--- src/rtl/leg_pkg.sv ---
// Shared types and constants for the fetch stage.
// Supplies default DATA_WIDTH and NOP opcode macros when not set by the build.
`ifndef DATA_WIDTH
`define DATA_WIDTH 8
`endif
`ifndef NOP
`define NOP 7'b0010011
`endif

package leg_pkg;

    typedef enum logic [1:0] {
        FETCH,
        ISSUE,
        HALT
    } fetch_state_t;

    localparam int INST_BYTES = 4;

    localparam logic [31:0] NOP_INST = {25'd0, `NOP};

endpackage

--- src/rtl/fetch_unit.sv ---
// Byte-serial instruction fetch and issue stage feeding execute.
// Optional FETCH_MISALIGN_TRAP_EN: misaligned committed PC halts with o_fault.
module fetch_unit
    import leg_pkg::*;
#(
    parameter int ADDR_WIDTH = 32,
    parameter logic [ADDR_WIDTH-1:0] RESET_PC = '0
) (
    input  logic                   i_clk,
    input  logic                   i_rst,
    output logic [ADDR_WIDTH-1:0]  o_mem_addr,
    output logic                   o_mem_read,
    input  logic [`DATA_WIDTH-1:0] i_mem_data,
    input  logic                   i_mem_ready,
    output logic [31:0]            o_inst,
    output logic [ADDR_WIDTH-1:0]  o_pc,
    input  logic                   i_exec_ready,
    input  logic                   i_pc_change,
    input  logic [ADDR_WIDTH-1:0]  i_new_pc,
    input  logic                   i_invalid_inst,
    output logic                   o_halted,
    output logic                   o_fault,
    output logic [31:0]            o_retired
);

    localparam logic [ADDR_WIDTH-1:0] STEP = ADDR_WIDTH'(INST_BYTES);
    localparam logic [1:0] LAST_BYTE = 2'(INST_BYTES - 1);

    fetch_state_t          state_q;
    logic [ADDR_WIDTH-1:0] pc_q;
    logic [1:0]            byte_q;
    logic [31:0]           inst_q;
    logic [31:0]           inst_out_q;
    logic                  mem_read_q;
    logic                  halted_q;
    logic [31:0]           retired_q;
    logic [ADDR_WIDTH-1:0] next_pc_d;

    always_comb begin
        next_pc_d = i_pc_change ? i_new_pc : pc_q + STEP;
    end

    assign o_mem_addr = (state_q == FETCH) ? pc_q + ADDR_WIDTH'(byte_q) : '0;
    assign o_mem_read = mem_read_q;
    assign o_inst     = inst_out_q;
    assign o_pc       = pc_q;
    assign o_halted   = halted_q;
    assign o_retired  = retired_q;

`ifdef FETCH_MISALIGN_TRAP_EN
    logic fault_q;
    assign o_fault = fault_q;
`else
    assign o_fault = 1'b0;
`endif

    always_ff @(posedge i_clk or posedge i_rst) begin
        if (i_rst) begin
            state_q    <= FETCH;
            pc_q       <= RESET_PC;
            byte_q     <= '0;
            inst_q     <= '0;
            inst_out_q <= NOP_INST;
            mem_read_q <= 1'b1;
            halted_q   <= 1'b0;
            retired_q  <= '0;
`ifdef FETCH_MISALIGN_TRAP_EN
            fault_q    <= 1'b0;
`endif
        end else begin
            unique case (state_q)
                FETCH: begin
                    if (i_mem_ready) begin
                        inst_q[{byte_q, 3'b000} +: 8] <= i_mem_data;
                        byte_q <= byte_q + 2'd1;
                        if (byte_q == LAST_BYTE) begin
                            // Last byte goes straight to the output register
                            state_q    <= ISSUE;
                            mem_read_q <= 1'b0;
                            inst_out_q <= {i_mem_data, inst_q[23:0]};
                        end
                    end
                end
                ISSUE: begin
                    if (i_invalid_inst) begin
                        state_q    <= HALT;
                        halted_q   <= 1'b1;
                        inst_out_q <= NOP_INST;
                    end else if (i_exec_ready) begin
                        pc_q       <= next_pc_d;
                        retired_q  <= retired_q + 32'd1;
                        inst_out_q <= NOP_INST;
`ifdef FETCH_MISALIGN_TRAP_EN
                        if (next_pc_d[1:0] != 2'b00) begin
                            state_q  <= HALT;
                            halted_q <= 1'b1;
                            fault_q  <= 1'b1;
                        end else begin
                            state_q    <= FETCH;
                            mem_read_q <= 1'b1;
                        end
`else
                        state_q    <= FETCH;
                        mem_read_q <= 1'b1;
`endif
                    end
                end
                HALT: begin
                end
                default: begin
                    state_q <= HALT;
                end
            endcase
        end
    end

endmodule

--- config.mk ---
export PLATFORM = sky130hd
export DESIGN_NAME = fetch_unit
export DESIGN_NICKNAME = d
export VERILOG_FILES = /design/src/rtl/leg_pkg.sv /design/src/rtl/fetch_unit.sv
export SDC_FILE = /design/constraint.sdc
export NUM_CORES = 1
export LEC_CHECK = 0
export ABC_AREA = 1
export ABC_CLOCK_PERIOD_IN_PS = 7700
export CORE_ASPECT_RATIO = 1.5
export CORE_MARGIN = 4
export CORE_UTILIZATION = 54
export DETAILED_ROUTE_END_ITERATION = 12
export HOLD_SLACK_MARGIN = 0.06
export PLACE_DENSITY = 0.84
export SYNTH_ARGS = -nofsm -noshare
export SYNTH_HDL_FRONTEND = slang
export SYNTH_SLANG_ARGS = --single-unit
--- constraint.sdc ---
create_clock -name i_clk -period 7.7 [get_ports i_clk]
set_input_delay 1.54 -clock i_clk [delete_from_list [all_inputs] [get_ports i_clk]]
set_output_delay 1.54 -clock i_clk [all_outputs]
set_load 0.02 [all_outputs]
==> flow_summary.toml <==
[worst_setup_path]
slowest_delay_ns = 0.64
critPathTopFamily = "buffers and inverters"
crit_type = "register to output port"
critical_path_required_ns = 6.16
reg2regPathDepth = 8
crit_slowest_cell = "clkdlybuf4s50_1"
r2r_slack_ns = 5.29
r2r-start = "state_q[1]$_DFFE_PP0P_"
path_cells = "ha_1 > fa_1 > inv_1 > nor2_1 > inv_1 > nor2_1 > o21ai_0 > a31oi_1 > clkdlybuf4s50_1"
cp_max_fo = 7
crit_buf_inv = 3
r2r-end = "o_retired[18]$_DFFE_PP0P_"
worstPathArrival_ns = 3.19
critPathLaunchType = "register"
endpoint_kind = "output port"

[layout]
drive_gt1_frac = 0.0745
final_nets = 1237
fillers = 1038
antenna_cells = 0
regArea_um2 = 3160
multi_input_area_um2 = 3720
syn2layout_area_growth_pct = 32.8

[sta]
setup_tns_ns = 0
tightest_slew_ns = 0.945
relSlewSlack = 0.368
fin_crit_ns = 4.73
rsz0062_at_grt = "no"
fin_skew_ns = 0.0136
slew_violations = 0
setup_slack_ns = 2.97
period_share = 0.615
fin_hold_ws_ns = 0.471
hold_viol = 0
setup_viol = 0
fmax_mhz = 211

[floorplanning]
core_area_um2 = 13500
ios = 177
floorplan.die.width_um = 103
die_h_um = 151
die-area_um2 = 15600
start_util = 0.547
fp-row-count = 52

[pwr]
seq_power_share = 0.428
p_int_mw = 1.19
pwr-share-clk = 0.514
switching_share = 0.250
vdd_drop_max_mv = 0.142
power.density_nw_per_um2 = 163
p_sw_mw = 0.398
p_comb_frac = 0.058
p_leak_nw = 4.27

[logic_synthesis]
synth-async-reset-ratio = 1.00
syn_area_um2 = 7370
synth_area_leaders = "dfrtp_1, nand2_1, nor2_1, o21ai_0, inv_1"
syn_area_per_cell_um2 = 7.26
yosys_warnings = 0
ys_ff_latch = 126
synth_nets = 1071
synth-edff-count = 0
ys_seq_area_frac = 0.428
post-synth-top-count-cell = "nand2_1"
netlist_instances = 1015
synth_top_flop_cell = "dfrtp_1"
synth_commonest_cells = "nand2_1, dfrtp_1, nor2_1, inv_1, o21ai_0"
netlist-cell-type-count = 41
yosysTopAreaCell = "dfrtp_1"
synth.top_cell.area_share = 0.414

[clock_tree]
clockRootBuffer = "clkbuf_16"
path_clk_slew_ns = 0.06
postCtsSetupRepairBufs = 0
htreeDepth = 4
cts_buffer_depth = 2
clock_latency_ns = 0.42
tritoncts = "done"
hold_buffers = 0
cts_resized = 0
cts_sinks = 126
cts_buffers = 17

[status]
status = "completed"

[route]
drt_iter0_markers = 458
first_pass_iters = 6
wire_per_inst_um = 17.8
vias_per_cell = 5.60
drc = 0
routed_wl_um = 24100
via_count = 7591
wl_met1_um = 8950
dr_wl_met3_um = 1720
routed.top_layer = "met4"
met2WireLength_um = 11800
antenna_left = 0

[grt]
first_global_vias = 7436
grt_pass1_wl_um = 38000
grt.total_usage = 0.318
grt_max_degree = 72
antenna_found_initial = 0
grt-ovfl-total = 0

[worst_hold_path]
hold_class = "register to register"
holdPathStages = 1
hold_end = "o_retired[31]$_DFFE_PP0P_"
min-delay-start = "o_retired[31]$_DFFE_PP0P_"

[placement]
place_hpwl_um = 17700
gp_routability_congestion = 1.10
numPortBuffers = 175
preCtsSetupSlack_ns = 3.50

[run]
maxCapViolations = 0
-- per-stage QoR --
step                      cells  power (mW)   util  area (um2)
after floorplan            1015       0.733      -        7370
after global placement     1324       0.785  0.683        9200
after detailed placement   1324       0.785  0.683        9200
after CTS                  1356        1.60  0.727        9790
after global routing       1356        1.64  0.727        9790
final                      1356        1.59  0.727        9790
-- power groups by stage --
stage	Combinational (mW)	Sequential [mW]	Clock (mW)
detailed placement	0.0933	0.692	0
floorplan	0.0399	0.693	0
global route	0.103	0.681	0.854
finish	0.0929	0.681	0.818
global placement	0.0923	0.692	0
CTS	0.0939	0.680	0.823
-- layout make-up --
cell class              count  share of cell area
multi-input cells         766               0.380
flip-flops and latches    126               0.323
clock inverters            15              0.0175
repair buffers            177               0.180
clock buffers              17              0.0434
well taps                 162              0.0207
inverters                  93              0.0359
-- registers in the layout, summed over array words and instances (netlist names) --
name / flops
o_inst: 32
o_pc: 32
o_retired: 32
inst_q: 24
byte_q: 2
state_q: 2
o_halted: 1
o_mem_read: 1
-- logic make-up (layout without fill, tap and decap cells) --
group	after synthesis	in the layout	synth area share
AND/OR/NAND/NOR	578	578	0.337
buffers and inverters	123	302	0.0675
AO/OA/AOI/OAI	145	145	0.111
flip-flops	126	126	0.428
adder cells (fa/ha/maj)	10	10	0.0180
other	1	1	0.000509
XOR/XNOR	32	32	0.0380
-- cells in the final DEF, fill, tap and decap left out, types with 6 or more instances in the layout --
master,instances
xnor2_1,9
inv_1,81
o31ai_1,16
nand4_1,14
inv_6,6
nand2_2,6
clkbuf_16,17
a21oi_1,25
nor2_1,96
o21ai_0,63
nor2_2,20
nand2_1,339
o21ai_1,16
nor3_1,27
nand3_1,57
dfrtp_1,122
inv_2,10
a22oi_1,8
ha_1,9
clkdlybuf4s50_1,175
xor2_1,23
-- worst max-delay path by stage --
| stage | startpoint | to | slack [ns] | cells past startpoint |
|---|---|---|---|---|
| after floorplan | i_rst | byte_q[0]$_DFFE_PP0P_ | 2.81 | 1 |
| after global placement | byte_q[0]$_DFFE_PP0P_ | o_mem_addr[14] | 3.54 | 9 |
| after detailed placement | byte_q[0]$_DFFE_PP0P_ | o_mem_addr[14] | 3.50 | 9 |
| after CTS | byte_q[0]$_DFFE_PP0P_ | o_mem_addr[14] | 3.04 | 9 |
| after global routing | byte_q[0]$_DFFE_PP0P_ | o_mem_addr[14] | 2.83 | 9 |
| final | byte_q[0]$_DFFE_PP0P_ | o_mem_addr[14] | 2.97 | 9 |
-- per-layer routing --
| layer | up-vias | track usage |
|---|---|---|
| li1 | 3619 | - |
| met1 | 3508 | 0.374 |
| met2 | 372 | 0.525 |
| met3 | 92 | 0.0650 |
| met4 | 0 | 0.191 |
| met5 | - | 0 |
Power figures use the tool's default switching activity.
